===== src/rtl/hazard_ctrl_if.sv =====
// Hazard-controller signal bundle: pipeline hazard inputs toward the controller,
// stall/flush/bubble controls and status back to the pipeline.
interface hazard_ctrl_if #(
  parameter int unsigned CNT_W = 16
) ();
  logic [4:0]       id_rs1;
  logic [4:0]       id_rs2;
  logic             id_use_rs1;
  logic             id_use_rs2;
  logic [4:0]       ex_rd;
  logic             ex_MemRead;
  logic             ex_BrTaken;
  logic             mem_req;
  logic             mem_ready;
  logic             pc_stall;
  logic             ifid_stall;
  logic             idex_stall;
  logic             exmem_stall;
  logic             ifid_flush;
  logic             idex_flush;
  logic             memwb_bubble;
  logic [CNT_W-1:0] stall_cnt;
  logic [CNT_W-1:0] flush_cnt;
  logic             mem_timeout;

  modport master (
    output id_rs1, id_rs2, id_use_rs1, id_use_rs2, ex_rd, ex_MemRead,
           ex_BrTaken, mem_req, mem_ready,
    input  pc_stall, ifid_stall, idex_stall, exmem_stall, ifid_flush,
           idex_flush, memwb_bubble, stall_cnt, flush_cnt, mem_timeout
  );

  modport slave (
    input  id_rs1, id_rs2, id_use_rs1, id_use_rs2, ex_rd, ex_MemRead,
           ex_BrTaken, mem_req, mem_ready,
    output pc_stall, ifid_stall, idex_stall, exmem_stall, ifid_flush,
           idex_flush, memwb_bubble, stall_cnt, flush_cnt, mem_timeout
  );
endinterface


===== src/rtl/hazard_ctrl.sv =====
// 5-stage pipeline hazard controller: load-use bubbles, taken-branch squash,
// data-memory freeze, saturating stall/flush counters and sticky memory timeout.
module hazard_ctrl #(
  parameter int unsigned LOAD_LAT = 1,
  parameter int unsigned WAIT_MAX = 255,
  parameter int unsigned CNT_W    = 16
) (
  input logic          clk,
  input logic          rst,
  hazard_ctrl_if.slave hz
);

  typedef enum logic [1:0] {RUN, LDSTALL, MWAIT} state_e;

  localparam logic [2:0]  LD_INIT = 3'(LOAD_LAT - 1);
  localparam logic [15:0] WMAX    = 16'(WAIT_MAX);

  state_e           state_q, state_d;
  state_e           ret_q, ret_d;
  state_e           eff;
  logic [2:0]       ld_cnt_q, ld_cnt_d;
  logic [15:0]      wait_q, wait_d;
  logic             timeout_q, timeout_d;
  logic [CNT_W-1:0] stall_q, stall_d;
  logic [CNT_W-1:0] flush_q, flush_d;

  logic freeze, hazard;
  logic pc_st, ifid_st, idex_st, exmem_st, ifid_fl, idex_fl, wb_bub;

  assign freeze = hz.mem_req & ~hz.mem_ready;
  assign hazard = hz.ex_MemRead && (hz.ex_rd != '0) &&
                  ((hz.id_use_rs1 && (hz.id_rs1 == hz.ex_rd)) ||
                   (hz.id_use_rs2 && (hz.id_rs2 == hz.ex_rd)));
  // Leaving MWAIT, the release cycle acts as the state that was interrupted.
  assign eff = (state_q == MWAIT) ? ret_q : state_q;

  always_comb begin
    state_d   = state_q;
    ret_d     = ret_q;
    ld_cnt_d  = ld_cnt_q;
    wait_d    = wait_q;
    timeout_d = timeout_q;
    pc_st     = 1'b0;
    ifid_st   = 1'b0;
    idex_st   = 1'b0;
    exmem_st  = 1'b0;
    ifid_fl   = 1'b0;
    idex_fl   = 1'b0;
    wb_bub    = 1'b0;
    if (freeze) begin
      pc_st    = 1'b1;
      ifid_st  = 1'b1;
      idex_st  = 1'b1;
      exmem_st = 1'b1;
      wb_bub   = 1'b1;
      if (state_q != MWAIT) begin
        ret_d   = state_q;
        state_d = MWAIT;
        wait_d  = 16'd1;
      end else if (wait_q < WMAX) begin
        wait_d = wait_q + 16'd1;
      end
      if (wait_d == WMAX) timeout_d = 1'b1;
    end else begin
      wait_d = '0;
      if (hz.ex_BrTaken) begin
        ifid_fl  = 1'b1;
        idex_fl  = 1'b1;
        ld_cnt_d = '0;
        state_d  = RUN;
      end else if (eff == LDSTALL) begin
        pc_st    = 1'b1;
        ifid_st  = 1'b1;
        idex_fl  = 1'b1;
        ld_cnt_d = ld_cnt_q - 3'd1;
        state_d  = (ld_cnt_q == 3'd1) ? RUN : LDSTALL;
      end else if (hazard) begin
        pc_st   = 1'b1;
        ifid_st = 1'b1;
        idex_fl = 1'b1;
        if (LOAD_LAT > 1) begin
          state_d  = LDSTALL;
          ld_cnt_d = LD_INIT;
        end else begin
          state_d = RUN;
        end
      end else begin
        state_d = RUN;
      end
    end
    stall_d = (pc_st && (stall_q != '1)) ? stall_q + 1'b1 : stall_q;
    flush_d = (ifid_fl && (flush_q != '1)) ? flush_q + 1'b1 : flush_q;
  end

  always_ff @(posedge clk or posedge rst) begin
    if (rst) begin
      state_q   <= RUN;
      ret_q     <= RUN;
      ld_cnt_q  <= '0;
      wait_q    <= '0;
      timeout_q <= 1'b0;
      stall_q   <= '0;
      flush_q   <= '0;
    end else begin
      state_q   <= state_d;
      ret_q     <= ret_d;
      ld_cnt_q  <= ld_cnt_d;
      wait_q    <= wait_d;
      timeout_q <= timeout_d;
      stall_q   <= stall_d;
      flush_q   <= flush_d;
    end
  end

  // Controls are forced low while reset is held so an abort is seen at once.
  assign hz.pc_stall     = pc_st & ~rst;
  assign hz.ifid_stall   = ifid_st & ~rst;
  assign hz.idex_stall   = idex_st & ~rst;
  assign hz.exmem_stall  = exmem_st & ~rst;
  assign hz.ifid_flush   = ifid_fl & ~rst;
  assign hz.idex_flush   = idex_fl & ~rst;
  assign hz.memwb_bubble = wb_bub & ~rst;
  assign hz.stall_cnt    = stall_q;
  assign hz.flush_cnt    = flush_q;
  assign hz.mem_timeout  = timeout_q;

endmodule


===== src/flat_wrapper.sv =====
// flat-port wrapper written by rule: the top's interface ports become plain ports
module hazard_ctrl_flat 
#(
  parameter int unsigned LOAD_LAT = 1,
  parameter int unsigned WAIT_MAX = 255,
  parameter int unsigned CNT_W    = 16
)
  (clk, rst, hz_id_rs1, hz_id_rs2, hz_id_use_rs1, hz_id_use_rs2, hz_ex_rd, hz_ex_MemRead, hz_ex_BrTaken, hz_mem_req, hz_mem_ready, hz_pc_stall, hz_ifid_stall, hz_idex_stall, hz_exmem_stall, hz_ifid_flush, hz_idex_flush, hz_memwb_bubble, hz_stall_cnt, hz_flush_cnt, hz_mem_timeout);
  hazard_ctrl_if #(.CNT_W(CNT_W)) hz_i ();
  input logic clk;
  input logic rst;
  input wire logic [$bits(hz_i.id_rs1)-1:0] hz_id_rs1;
  input wire logic [$bits(hz_i.id_rs2)-1:0] hz_id_rs2;
  input wire logic [$bits(hz_i.id_use_rs1)-1:0] hz_id_use_rs1;
  input wire logic [$bits(hz_i.id_use_rs2)-1:0] hz_id_use_rs2;
  input wire logic [$bits(hz_i.ex_rd)-1:0] hz_ex_rd;
  input wire logic [$bits(hz_i.ex_MemRead)-1:0] hz_ex_MemRead;
  input wire logic [$bits(hz_i.ex_BrTaken)-1:0] hz_ex_BrTaken;
  input wire logic [$bits(hz_i.mem_req)-1:0] hz_mem_req;
  input wire logic [$bits(hz_i.mem_ready)-1:0] hz_mem_ready;
  output wire logic [$bits(hz_i.pc_stall)-1:0] hz_pc_stall;
  output wire logic [$bits(hz_i.ifid_stall)-1:0] hz_ifid_stall;
  output wire logic [$bits(hz_i.idex_stall)-1:0] hz_idex_stall;
  output wire logic [$bits(hz_i.exmem_stall)-1:0] hz_exmem_stall;
  output wire logic [$bits(hz_i.ifid_flush)-1:0] hz_ifid_flush;
  output wire logic [$bits(hz_i.idex_flush)-1:0] hz_idex_flush;
  output wire logic [$bits(hz_i.memwb_bubble)-1:0] hz_memwb_bubble;
  output wire logic [$bits(hz_i.stall_cnt)-1:0] hz_stall_cnt;
  output wire logic [$bits(hz_i.flush_cnt)-1:0] hz_flush_cnt;
  output wire logic [$bits(hz_i.mem_timeout)-1:0] hz_mem_timeout;
  assign hz_i.id_rs1 = hz_id_rs1;
  assign hz_i.id_rs2 = hz_id_rs2;
  assign hz_i.id_use_rs1 = hz_id_use_rs1;
  assign hz_i.id_use_rs2 = hz_id_use_rs2;
  assign hz_i.ex_rd = hz_ex_rd;
  assign hz_i.ex_MemRead = hz_ex_MemRead;
  assign hz_i.ex_BrTaken = hz_ex_BrTaken;
  assign hz_i.mem_req = hz_mem_req;
  assign hz_i.mem_ready = hz_mem_ready;
  assign hz_pc_stall = hz_i.pc_stall;
  assign hz_ifid_stall = hz_i.ifid_stall;
  assign hz_idex_stall = hz_i.idex_stall;
  assign hz_exmem_stall = hz_i.exmem_stall;
  assign hz_ifid_flush = hz_i.ifid_flush;
  assign hz_idex_flush = hz_i.idex_flush;
  assign hz_memwb_bubble = hz_i.memwb_bubble;
  assign hz_stall_cnt = hz_i.stall_cnt;
  assign hz_flush_cnt = hz_i.flush_cnt;
  assign hz_mem_timeout = hz_i.mem_timeout;
  hazard_ctrl #(.LOAD_LAT(LOAD_LAT), .WAIT_MAX(WAIT_MAX), .CNT_W(CNT_W)) u_core (.clk(clk), .rst(rst), .hz(hz_i));
endmodule

===== config.mk =====
export PLATFORM = sky130hd
export DESIGN_NAME = hazard_ctrl_flat
export DESIGN_NICKNAME = d
export VERILOG_FILES = /design/src/rtl/hazard_ctrl_if.sv /design/src/rtl/hazard_ctrl.sv /design/src/flat_wrapper.sv
export SDC_FILE = /design/constraint.sdc
export NUM_CORES = 1
export LEC_CHECK = 0
export CORE_MARGIN = 8
export CORE_UTILIZATION = 30
export CTS_CLUSTER_DIAMETER = 40
export DETAILED_ROUTE_END_ITERATION = 6
export PLACE_DENSITY = 0.61
export SLEW_MARGIN = 20
export SYNTH_ARGS = -nofsm -noshare
export SYNTH_HDL_FRONTEND = slang
export SYNTH_SLANG_ARGS = --single-unit
export TNS_END_PERCENT = 20

===== constraint.sdc =====
create_clock -name clk -period 2.3 [get_ports clk]
set_input_delay 0.46 -clock clk [delete_from_list [all_inputs] [get_ports clk]]
set_output_delay 0.46 -clock clk [all_outputs]
set_load 0.01 [all_outputs]

[Word-level counts from Yosys, hierarchy flattened]
Cells that the tools add are included.
Operators by class
  $add $sub $neg: 4
  magnitude comparators: 1
  eq/ne operators: 10
  muxes and demuxes: 21
  bitwise gates (word level): 8
  reduce and logical (&&, ||, !) cells: 12
Operators by type and width (number)
  $mux W16: 4
  $add A16 B1 Y16 const B: 3
  $ne A16 B16 Y1 const B: 2
  $eq A16 B8 Y1 const B: 1
  $lt A16 B8 Y1 const B: 1
  $eq A5 B5 Y1: 2
  $mux W1: 10
  $mux W2: 5
  $logic_and A1 B1 Y1: 6
  $mux W3: 2
  $reduce_and A2 Y1: 3
  $and A1 B1 Y1: 5
  $reduce_bool A5 Y1: 1
  $ne A2 B2 Y1 const B: 2
  $eq A3 B1 Y1 const B: 1
  $not A1 Y1: 3
  $sub A3 B1 Y3 const B: 1
  $eq A2 B1 Y1 const B: 1
  $eq A2 B2 Y1 const B: 1
  $reduce_bool A2 Y1: 1
  $logic_or A1 B1 Y1: 1
Storage, ports and cells
  flip-flop bits (word level): 56
  input port bits: 23
  output and inout port bits: 40
  word-level logic and storage cells: 63

[Logic depth before layout (Yosys ltp)]
Gate-level depths: netlist of the first run.
  depth after elaboration: 9
  mapped depth: 8

[Worst setup path after synthesis of the first run]
Ideal clock, no wire load.
  path kind: in2out
  start point: in hz_ex_rd[0]
  end point: out hz_pc_stall
  data arrival time: 1654 ps
  required time: 1840 ps
  setup slack: 186 ps
  stages on the path: 8
  buffers on the path: 1
  path through: or4_1 o21ai_1 inv_1 a21oi_2 nor2_1 nor2_1 nor2_1 buf_4
Between the ends
  longest elaborated chain between the ends: 9
  elaborated cells on any way between the ends: 13
RTL lines
  from (decl): line flat_wrapper.sv:16  | input wire logic [$bits(hz_i.ex_rd)-1:0] hz_ex_rd;
  $eq A5 B5 Y1, on equally long branches: line hazard_ctrl.sv:32, hazard_ctrl.sv:33
  $logic_and A1 B1 Y1, on equally long branches: line hazard_ctrl.sv:32, hazard_ctrl.sv:33
  $logic_or A1 B1 Y1: line hazard_ctrl.sv:32  | ((hz.id_use_rs1 && (hz.id_rs1 == hz.ex_rd)) ||
  $logic_and A1 B1 Y1 (*): line hazard_ctrl.sv:31  | assign hazard = hz.ex_MemRead && (hz.ex_rd != '0) &&
  $mux W1 (*) (4 in series)
  $and A1 B1 Y1 (*)
  to (decl): line flat_wrapper.sv:21  | output wire logic [$bits(hz_i.pc_stall)-1:0] hz_pc_stall;
Mark *: on every way between the ends. The rest lies on a longest branch, timed or not.

[Worst setup path in the final report of the first run]
  start point: in hz_ex_rd[0]
  end point: out hz_ifid_stall
Between the ends
  longest elaborated chain between the ends: 9
  elaborated cells on any way between the ends: 13
RTL lines
  $eq A5 B5 Y1, on equally long branches: line hazard_ctrl.sv:32, hazard_ctrl.sv:33
  $logic_and A1 B1 Y1, on equally long branches: line hazard_ctrl.sv:32, hazard_ctrl.sv:33
  $logic_or A1 B1 Y1: line hazard_ctrl.sv:32
  $logic_and A1 B1 Y1 (*): line hazard_ctrl.sv:31
  $mux W1 (*): line hazard_ctrl.sv:77  | end else if (hazard) begin
  $mux W1 (*): line hazard_ctrl.sv:71  | end else if (eff == LDSTALL) begin
  $mux W1 (*): line hazard_ctrl.sv:66  | if (hz.ex_BrTaken) begin
  $mux W1 (*): line hazard_ctrl.sv:50  | if (freeze) begin
  $and A1 B1 Y1 (*): line hazard_ctrl.sv:117  | assign hz.ifid_stall = ifid_st & ~rst;
  to (decl): line flat_wrapper.sv:22  | output wire logic [$bits(hz_i.ifid_stall)-1:0] hz_ifid_stall;
Marked as above.

==> impl_results.html, run 1 <==
<table>
<tr><th>Metric</th><th>Value</th></tr>
<tr><th colspan="2">Finish</th></tr>
<tr><td>Ant diodes</td><td>0</td></tr>
<tr><td>Most common cell after layout, fill and taps aside</td><td>sky130_fd_sc_hd__dfrtp_1</td></tr>
<tr><td>Commonest cells after routing, fill and taps aside</td><td>sky130_fd_sc_hd__dfrtp_1 (56), sky130_fd_sc_hd__clkdlybuf4s50_1 (40), sky130_fd_sc_hd__nor2_1 (26)</td></tr>
<tr><td>Synthesis-to-layout area growth</td><td>34.62%</td></tr>
<tr><td>Fraction of final layout cells with drive strength greater than 1</td><td>between 10% and 20%</td></tr>
<tr><td>Seq. cell area</td><td>~0.0014 mm^2</td></tr>
<tr><td>Final net count</td><td>between 300 and 400</td></tr>
<tr><td>Number of cells in the finished layout apart from fillers</td><td>approximately 490</td></tr>
<tr><td>Number of fill cells in the layout</td><td>approximately 940</td></tr>
<tr><td>Area of the multi-input gates</td><td>approximately 0.0014 mm^2</td></tr>
<tr><th colspan="2">STA</th></tr>
<tr><td>Tightest slew margin relative to the limit</td><td>approximately three quarters</td></tr>
<tr><td>Number of setup violations in the final report</td><td>0</td></tr>
<tr><td>Setup repair after global routing missed its margin</td><td>yes</td></tr>
<tr><td>Final worst-path setup slack</td><td>32.98 ps</td></tr>
<tr><td>Slew at the pin closest to its max-slew limit</td><td>397.1 ps</td></tr>
<tr><td>Achievable frequency</td><td>~440 MHz</td></tr>
<tr><td>Number of failing hold endpoints at the final stage</td><td>0</td></tr>
<tr><td>Skew final</td><td>7.071 ps</td></tr>
<tr><td>Number of pins with negative max-slew slack in the final report</td><td>0</td></tr>
<tr><td>Fin crit period</td><td>2267 ps</td></tr>
<tr><td>Share of the clock period used by the worst path</td><td>between 90% and 100%</td></tr>
<tr><th colspan="2">Floorplanning</th></tr>
<tr><td>Die Span X</td><td>roughly 110 um</td></tr>
<tr><td>Die outline area</td><td>approximately 0.013 mm^2</td></tr>
<tr><td>Number of core rows</td><td>35</td></tr>
<tr><td>Y dimension of the die</td><td>113.9 um</td></tr>
<tr><td>Top-level I/O count</td><td>63</td></tr>
<tr><td>Initial core utilization</td><td>30.98%</td></tr>
<tr><td>Core region area</td><td>0.009284 mm^2</td></tr>
<tr><th colspan="2">Logic synthesis</th></tr>
<tr><td>Ys flop type</td><td>sky130_fd_sc_hd__dfrtp_1</td></tr>
<tr><td>Average cell area after synthesis</td><td>10.46 um^2</td></tr>
<tr><td>Number of enable-type register cells in the synthesized netlist</td><td>0</td></tr>
<tr><td>Share of synthesized flip-flops with an asynchronous set or reset</td><td>between 90% and 100%</td></tr>
<tr><td>Number of unique standard cell types used by synthesis</td><td>48</td></tr>
<tr><td>Number of standard cells after synthesis</td><td>between 200 and 300</td></tr>
<tr><td>Combined area of all synthesized cells</td><td>0.002877 mm^2</td></tr>
<tr><td>Sequential area share after synthesis</td><td>between 40% and 50%</td></tr>
<tr><td>Count of synthesis-stage warnings from yosys</td><td>0</td></tr>
<tr><td>Synth Register Bits</td><td>56</td></tr>
<tr><td>Syn_nets</td><td>about 300</td></tr>
<tr><th colspan="2">Worst setup path</th></tr>
<tr><td>Type of origin of the critical path</td><td>primary input</td></tr>
<tr><td>Data required time at the worst endpoint</td><td>approximately 1800 ps</td></tr>
<tr><td>CP Max Fanout</td><td>2</td></tr>
<tr><td>Slowest library cell on the worst path</td><td>sky130_fd_sc_hd__or4_1</td></tr>
<tr><td>Path type of the worst setup path</td><td>primary input to output port</td></tr>
<tr><td>Largest delay share family, worst path</td><td>simple AND/OR/NAND/NOR gates</td></tr>
<tr><td>Data arrival time of the critical path</td><td>1810 ps</td></tr>
<tr><td>Capturing element type of the critical path</td><td>output port</td></tr>
<tr><td>Buf/Inv on CP</td><td>3</td></tr>
<tr><td>Most Frequent Cell on Critical Path</td><td>sky130_fd_sc_hd__nor2_1</td></tr>
<tr><td>Ordered list of cells on the worst path</td><td>buf_6 -&gt; or4_1 -&gt; o21ai_1 -&gt; inv_1 -&gt; a21oi_2 -&gt; nor2_1 -&gt; nor2_1 -&gt; nor2_1 -&gt; buf_2</td></tr>
<tr><td>Longest individual stage delay on the worst path</td><td>between 500 and 600 ps</td></tr>
<tr><th colspan="2">Clock tree</th></tr>
<tr><td>TritonCTS Buffers</td><td>5</td></tr>
<tr><td>Clock-pin slew on the worst setup and hold paths</td><td>~100 ps</td></tr>
<tr><td>Max clock buf depth</td><td>2</td></tr>
<tr><td>TritonCTS clock tree</td><td>done</td></tr>
<tr><td>H-Tree Depth</td><td>2</td></tr>
<tr><td>Buffer cell driving the clock tree root</td><td>sky130_fd_sc_hd__clkbuf_8</td></tr>
<tr><td>Clock sink count</td><td>between 50 and 60</td></tr>
<tr><td>Worst-Skew Late Latency</td><td>300 ps</td></tr>
<tr><th colspan="2">Power</th></tr>
<tr><td>IR Drop Worst-Case VDD</td><td>0.4622 mV</td></tr>
<tr><td>Power per cell area</td><td>around 650 mW/mm^2</td></tr>
<tr><td>LEAKAGE</td><td>1.766 nW</td></tr>
<tr><th colspan="2">Routing</th></tr>
<tr><td>Number of detailed-route iterations in the first pass</td><td>4</td></tr>
<tr><td>DRC violations left</td><td>0</td></tr>
<tr><td>Routed vias/inst</td><td>about 4.6</td></tr>
<tr><td>Routed length per placed instance</td><td>13.34 um</td></tr>
<tr><td>First DRT Iteration DRCs</td><td>40</td></tr>
<tr><td>Vias post-DR</td><td>around 2200</td></tr>
<tr><td>Count of antenna-violating nets left after detailed routing</td><td>0</td></tr>
<tr><td>Total wirelength of the detailed-routed design</td><td>approximately 6500 um</td></tr>
<tr><th colspan="2">Place</th></tr>
<tr><td>HPWL reported at the end of detailed placement</td><td>roughly 4900 um</td></tr>
<tr><td>Cell total after placement</td><td>approximately 480</td></tr>
<tr><td>Count of buffers inserted at the top-level ports</td><td>slightly above 60</td></tr>
<tr><td>Routability congestion estimate</td><td>~0.81</td></tr>
<tr><td>Worst setup timing slack at the placement stage</td><td>-654.3 ps</td></tr>
<tr><th colspan="2">Global route</th></tr>
<tr><td>Total global routing overflow</td><td>0</td></tr>
<tr><td>Wire length of the first global-routing pass</td><td>between 10000 and 15000 um</td></tr>
<tr><td>Pin count of the biggest net entering global routing</td><td>38</td></tr>
<tr><td>Vias in the first global route</td><td>between 2000 and 2500</td></tr>
<tr><td>Aggregate global-route resource usage</td><td>about 10%</td></tr>
<tr><td>Initial antenna violation count</td><td>0</td></tr>
<tr><th colspan="2">Run</th></tr>
<tr><td>Max_cap viols</td><td>0</td></tr>
<tr><th colspan="2">Run status</th></tr>
<tr><td>Result of the run</td><td>finished, final reports clean</td></tr>
<tr><th colspan="2">Worst hold path</th></tr>
<tr><td>Type of the tightest min-delay check</td><td>register to register</td></tr>
</table>
## registers in the layout, summed over array words and instances (netlist names)
signal and count:
u_core.hz.flush_cnt 16, u_core.hz.mem_timeout 1, u_core.hz.stall_cnt 16, u_core.ld_cnt_q 3
u_core.ret_q 2, u_core.state_q 2, u_core.wait_q 16
## metrics by stage
stage               power, W  hold WS, ps  TNS [ps]  instance area [um^2]  utilization [%]
detailed placement  0.001975        473.3     -7886                  3754            40.43
global placement    0.001965        464.8     -6630                  3754            40.43
CTS                 0.002536        494.6    -129.5                  3822            41.17
global route        0.002667        512.1    -239.9                  3872            41.71
finish              0.002500        489.9         0                  3872            41.71
floorplan           0.001564        449.8         0                  2877                -
## cells by family after synthesis
kind of cell / count (synthesis) / synth area share (%)
flops: 56 / 48.72
buf+inv: 21 / 3.523
simple gates: 119 / 24.45
mux: 4 / 1.479
compound gates: 27 / 6.569
xor+xnor: 43 / 13.09
fa+ha+maj: 5 / 2.175
## synth_stat cells, types with 5 or more instances
cell | n | area share [%]
sky130_fd_sc_hd__nand3_1 | 10 | 1.7
sky130_fd_sc_hd__a21oi_1 | 6 | 1.0
sky130_fd_sc_hd__ha_1 | 5 | 2.2
sky130_fd_sc_hd__xnor2_1 | 21 | 6.4
sky130_fd_sc_hd__dfrtp_1 | 56 | 49
sky130_fd_sc_hd__nor3_2 | 7 | 2.4
sky130_fd_sc_hd__nand4_1 | 10 | 2.2
sky130_fd_sc_hd__inv_1 | 13 | 1.7
sky130_fd_sc_hd__and3_1 | 14 | 3.0
sky130_fd_sc_hd__nand2_1 | 24 | 3.1
sky130_fd_sc_hd__o21ai_0 | 10 | 1.7
sky130_fd_sc_hd__xor2_1 | 22 | 6.7
sky130_fd_sc_hd__nor2_1 | 26 | 3.4
## worst register-to-register path: cells and delay by family, from the launching register on
| family | cells | cell delay (ps) |
|---|---|---|
| AOI/OAI and AO/OA | 3 | 610 |
| xor gates and xnor gates | 1 | 180 |
| buffers and inverters | 2 | 280 |
| DFF | 1 | 400 |
| and+or+nand+nor | 3 | 600 |
## path summary, 6_finish.rpt
check                                    endpoint  slack [ps]             startpoint  depth (start not counted)
setup / recovery                    hz_ifid_stall          30            hz_ex_rd[0]                          9
hold / removal              u_core.hz.mem_timeout         490  u_core.hz.mem_timeout                          1
setup reg to reg           u_core.hz.stall_cnt[7]         180      u_core.state_q[0]                          9
hold reg to reg             u_core.hz.mem_timeout         490  u_core.hz.mem_timeout                          1
max in group asynchronous  u_core.hz.flush_cnt[5]        1360                    rst                          3
min in group asynchronous  u_core.hz.flush_cnt[2]         510                    rst                          2
## where the power goes
group          switching [W]  internal, W
logic               0.000298     0.000399
clock network       0.000314     0.000241
registers           0.000145      0.00110
total               0.000757      0.00174
## layout make-up
| class | count | area share (%) |
|---|---|---|
| Multi-Input combinational cell | 198 | 36.61 |
| Sequential cell | 56 | 36.19 |
| Timing Repair Buffer | 83 | 19.42 |
| Tap cell | 129 | 4.168 |
| Clock buffer | 6 | 2.132 |
| Inverter | 13 | 1.260 |
| Clock inverter | 1 | 0.2262 |
## routing by layer
metal	GRT usage, %	wire (um)	vias up
met4	3.372	95	0
met1	12.57	2950	1071
met5	0	0	-
met2	16.48	3041	43
met3	3.751	396	7
li1	-	-	1104
## what timing repair did
item,CTS,global route
buffers inserted,2,1
endpoints found under the setup margin,15,10
hold buffers,0,0
pin swaps,18,13
gates cloned,0,0
resized for setup,42,10
Note: power is estimated with default switching activity, not from simulation.
==> run 2: changes to the inputs <==
Settings changed: HOLD_SLACK_MARGIN from default to 0.05.
==> results of run 2 <==
No change in the layout: final DEF, timing and power equal those of run 1.
==> run 3: changes to the inputs <==
--- a/config.mk
+++ b/config.mk
@@ -13,2 +13,3 @@
 export PLACE_DENSITY = 0.61
+export SKIP_LAST_GASP = 1
 export SLEW_MARGIN = 20
==> constraint.sdc (replaced) <==
create_clock -name clk -period 2.3 [get_ports clk]
set_input_delay 0.23 -clock clk [delete_from_list [all_inputs] [get_ports clk]]
set_output_delay 0.23 -clock clk [all_outputs]
set_load 0.01 [all_outputs]
==> run 3 against run 2 <==
Against the previous run: critical path depth did not move; global-route usage up 0.075 points; cell count down 1.2%; critical path type unchanged; clock-buffer cell count did not move; register-to-register slack better by 120 ps; sequential power is essentially flat; fmax fell by 0.95%; largest cell class is now registers.
==> impl_results.html, run 3 (same netlist as run 1, synthesis figures left out) <==
<table>
<tr><th>Metric</th><th>Value</th></tr>
<tr><th colspan="2">Clock tree</th></tr>
<tr><td>TritonCTS clock tree</td><td>done</td></tr>
<tr><td>H-Tree Depth</td><td>2 (unchanged)</td></tr>
<tr><td>Worst-Skew Late Latency</td><td>310 ps (about the same)</td></tr>
<tr><td>Clock sink count</td><td>56 (unchanged)</td></tr>
<tr><td>Max clock buf depth</td><td>2 (unchanged)</td></tr>
<tr><td>TritonCTS Buffers</td><td>5 (unchanged)</td></tr>
<tr><td>Clock-pin slew on the worst setup and hold paths</td><td>100 ps (about the same)</td></tr>
<tr><td>Buffer cell driving the clock tree root</td><td>sky130_fd_sc_hd__clkbuf_8</td></tr>
<tr><td>Post-CTS Hold Fix Bufs</td><td>0 (unchanged)</td></tr>
<tr><th colspan="2">Run</th></tr>
<tr><td>Max_cap viols</td><td>0 (unchanged)</td></tr>
<tr><th colspan="2">Global route</th></tr>
<tr><td>Total global routing overflow</td><td>0 (unchanged)</td></tr>
<tr><td>Pin count of the biggest net entering global routing</td><td>41 (+7.9%)</td></tr>
<tr><td>Initial antenna violation count</td><td>0 (unchanged)</td></tr>
<tr><td>Aggregate global-route resource usage</td><td>10.39% (+0.075 points)</td></tr>
<tr><td>Vias in the first global route</td><td>2304 (+2.5%)</td></tr>
<tr><td>Wire length of the first global-routing pass</td><td>11090 um (+1.2%)</td></tr>
<tr><th colspan="2">Floorplanning</th></tr>
<tr><td>Number of core rows</td><td>35 (unchanged)</td></tr>
<tr><td>Core region area</td><td>0.009284 mm^2 (unchanged)</td></tr>
<tr><td>Top-level I/O count</td><td>63 (unchanged)</td></tr>
<tr><td>Die Span X</td><td>113.9 um (unchanged)</td></tr>
<tr><td>Initial core utilization</td><td>30.98% (unchanged)</td></tr>
<tr><td>Y dimension of the die</td><td>113.9 um (unchanged)</td></tr>
<tr><td>Die outline area</td><td>0.01298 mm^2 (unchanged)</td></tr>
<tr><th colspan="2">Routing</th></tr>
<tr><td>Length of routed met3 wiring</td><td>382 um (-3.5%)</td></tr>
<tr><td>Total wirelength of the detailed-routed design</td><td>6363 um (-1.9%)</td></tr>
<tr><td>Count of antenna-violating nets left after detailed routing</td><td>0 (unchanged)</td></tr>
<tr><td>Vias post-DR</td><td>2196 (-1.3%)</td></tr>
<tr><td>Total routed wire length on the met1 layer</td><td>2910 um (-1.4%)</td></tr>
<tr><td>Number of detailed-route iterations in the first pass</td><td>4 (unchanged)</td></tr>
<tr><td>Routed vias/inst</td><td>4.575 (about the same)</td></tr>
<tr><td>DRC violations left</td><td>0 (unchanged)</td></tr>
<tr><td>Highest metal layer with signal wires</td><td>met4</td></tr>
<tr><td>Routed length per placed instance</td><td>13.26 um (-0.64%)</td></tr>
<tr><td>Detailed-routed wire length on met2</td><td>3010 um (-1.0%)</td></tr>
<tr><td>First DRT Iteration DRCs</td><td>57 (+43%)</td></tr>
<tr><th colspan="2">STA</th></tr>
<tr><td>Hold Slack</td><td>368.6 ps (-121.2 ps)</td></tr>
<tr><td>TNS Setup</td><td>0 ps (unchanged)</td></tr>
<tr><td>Fin crit period</td><td>2289 ps (+21.76 ps)</td></tr>
<tr><td>Slew at the pin closest to its max-slew limit</td><td>419.8 ps (+22.63 ps)</td></tr>
<tr><td>Final worst-path setup slack</td><td>11.21 ps (-21.76 ps)</td></tr>
<tr><td>Tightest slew margin relative to the limit</td><td>71.76% (-1.5 points)</td></tr>
<tr><td>Setup repair after global routing missed its margin</td><td>yes</td></tr>
<tr><td>Achievable frequency</td><td>436.9 MHz (-0.95%)</td></tr>
<tr><td>Number of failing hold endpoints at the final stage</td><td>0 (unchanged)</td></tr>
<tr><td>Number of pins with negative max-slew slack in the final report</td><td>0 (unchanged)</td></tr>
<tr><td>Number of setup violations in the final report</td><td>0 (unchanged)</td></tr>
<tr><td>Skew final</td><td>7.247 ps (+0.1754 ps)</td></tr>
<tr><td>Share of the clock period used by the worst path</td><td>99.51% (+0.95 points)</td></tr>
<tr><th colspan="2">Worst setup path</th></tr>
<tr><td>Ordered list of cells on the worst path</td><td>clkdlybuf4s50_1 -&gt; or4_1 -&gt; o21ai_1 -&gt; inv_1 -&gt; a21oi_2 -&gt; nor2_1 -&gt; nor2_1 -&gt; nor2_1 -&gt; dlygate4sd2_1</td></tr>
<tr><td>Timing startpoint of the critical path</td><td>hz_ex_rd[3]</td></tr>
<tr><td>Most Frequent Cell on Critical Path</td><td>sky130_fd_sc_hd__nor2_1</td></tr>
<tr><td>Startpoint of the worst register-to-register path</td><td>u_core.hz.stall_cnt[5]</td></tr>
<tr><td>Type of origin of the critical path</td><td>primary input</td></tr>
<tr><td>Longest individual stage delay on the worst path</td><td>520 ps (about the same)</td></tr>
<tr><td>Data arrival time of the critical path</td><td>2060 ps (+250 ps)</td></tr>
<tr><td>Buf/Inv on CP</td><td>3 (unchanged)</td></tr>
<tr><td>Capturing element type of the critical path</td><td>output port</td></tr>
<tr><td>Slowest library cell on the worst path</td><td>sky130_fd_sc_hd__or4_1</td></tr>
<tr><td>Path type of the worst setup path</td><td>primary input to output port</td></tr>
<tr><td>Largest delay share family, worst path</td><td>buffers and inverters</td></tr>
<tr><td>CP Max Fanout</td><td>3 (+1)</td></tr>
<tr><td>Data required time at the worst endpoint</td><td>2070 ps (+230 ps)</td></tr>
<tr><th colspan="2">Place</th></tr>
<tr><td>Worst setup timing slack at the placement stage</td><td>-194.9 ps (+459.5 ps)</td></tr>
<tr><td>HPWL reported at the end of detailed placement</td><td>4854 um (-1.7%)</td></tr>
<tr><td>Count of buffers inserted at the top-level ports</td><td>62 (unchanged)</td></tr>
<tr><td>Routability congestion estimate</td><td>0.7757 (-3.7%)</td></tr>
<tr><th colspan="2">Finish</th></tr>
<tr><td>Ant diodes</td><td>0 (unchanged)</td></tr>
<tr><td>Final net count</td><td>378 (-1.8%)</td></tr>
<tr><td>Most common cell after layout, fill and taps aside</td><td>sky130_fd_sc_hd__clkdlybuf4s50_1</td></tr>
<tr><td>Commonest cells after routing, fill and taps aside</td><td>sky130_fd_sc_hd__clkdlybuf4s50_1 (59), sky130_fd_sc_hd__dfrtp_1 (56), sky130_fd_sc_hd__nor2_1 (26)</td></tr>
<tr><td>Fraction of final layout cells with drive strength greater than 1</td><td>12.54% (-5.1 points)</td></tr>
<tr><td>Synthesis-to-layout area growth</td><td>33.67%</td></tr>
<tr><th colspan="2">Run status</th></tr>
<tr><td>Result of the run</td><td>finished, final reports clean</td></tr>
<tr><th colspan="2">Power</th></tr>
<tr><td>IR Drop Worst-Case VDD</td><td>0.4856 mV (+5.1%)</td></tr>
<tr><td>Overall power after layout</td><td>0.002621 W (+4.8%)</td></tr>
<tr><td>Power per cell area</td><td>681.8 mW/mm^2 (+5.6%)</td></tr>
<tr><td>LEAKAGE</td><td>1.681 nW (-4.8%)</td></tr>
<tr><th colspan="2">Worst hold path</th></tr>
<tr><td>Type of the tightest min-delay check</td><td>primary input to asynchronous set/reset pin</td></tr>
</table>
==> run 3: path summary, 6_finish.rpt <==
path                                            to  slack [ps]  depth (start not counted)
hold / removal              u_core.hz.flush_cnt[0]         370                          2
hold reg to reg            u_core.hz.stall_cnt[11]         500                          1
setup reg to reg            u_core.hz.stall_cnt[1]         300                          6
setup / recovery                       hz_pc_stall          10                          9
max in group asynchronous  u_core.hz.stall_cnt[12]        1390                          3
min in group clk           u_core.hz.stall_cnt[11]         500                          1
==> run 3: through the flow <==
stage	instances	area, um^2	util, %
floorplan	275	2877	-
global placement	472	3724	40.11
detailed placement	472	3724	40.11
CTS	480	3842	41.39
global route	480	3845	41.42
finish	480	3845	41.42
==> run 3: layout make-up <==
| type | count | area [um^2] |
|---|---|---|
| fill | 937 | 5439 |
| sequential | 56 | 1401 |
| timing repair buffer | 76 | 738.2 |
| clock inverter | 2 | 38.79 |
| clock buffer | 6 | 82.58 |
| tap | 129 | 161.4 |
| inverter | 13 | 48.80 |
| multi-input combinational | 198 | 1374 |
==> run 3: power by group <==
part           internal [W]  switching (W)  total, W  leakage, nW
clock network      0.000357       0.000327  0.000684       0.0614
logic              0.000396       0.000295  0.000690        0.886
registers           0.00110       0.000144   0.00125        0.733
total               0.00186       0.000766   0.00262         1.68
==> run 3: metal layers <==
metal	vias up	global-route usage (%)
met5	-	0
met4	0	2.928
met3	7	3.698
met2	33	16.72
met1	1072	12.78
li1	1084	-
==> run 3: timing repair <==
action	in CTS	in global routing
cloned	0	0
endpoints found under the setup margin	3	5
setup buffers	0	0
gates resized for setup	2	1
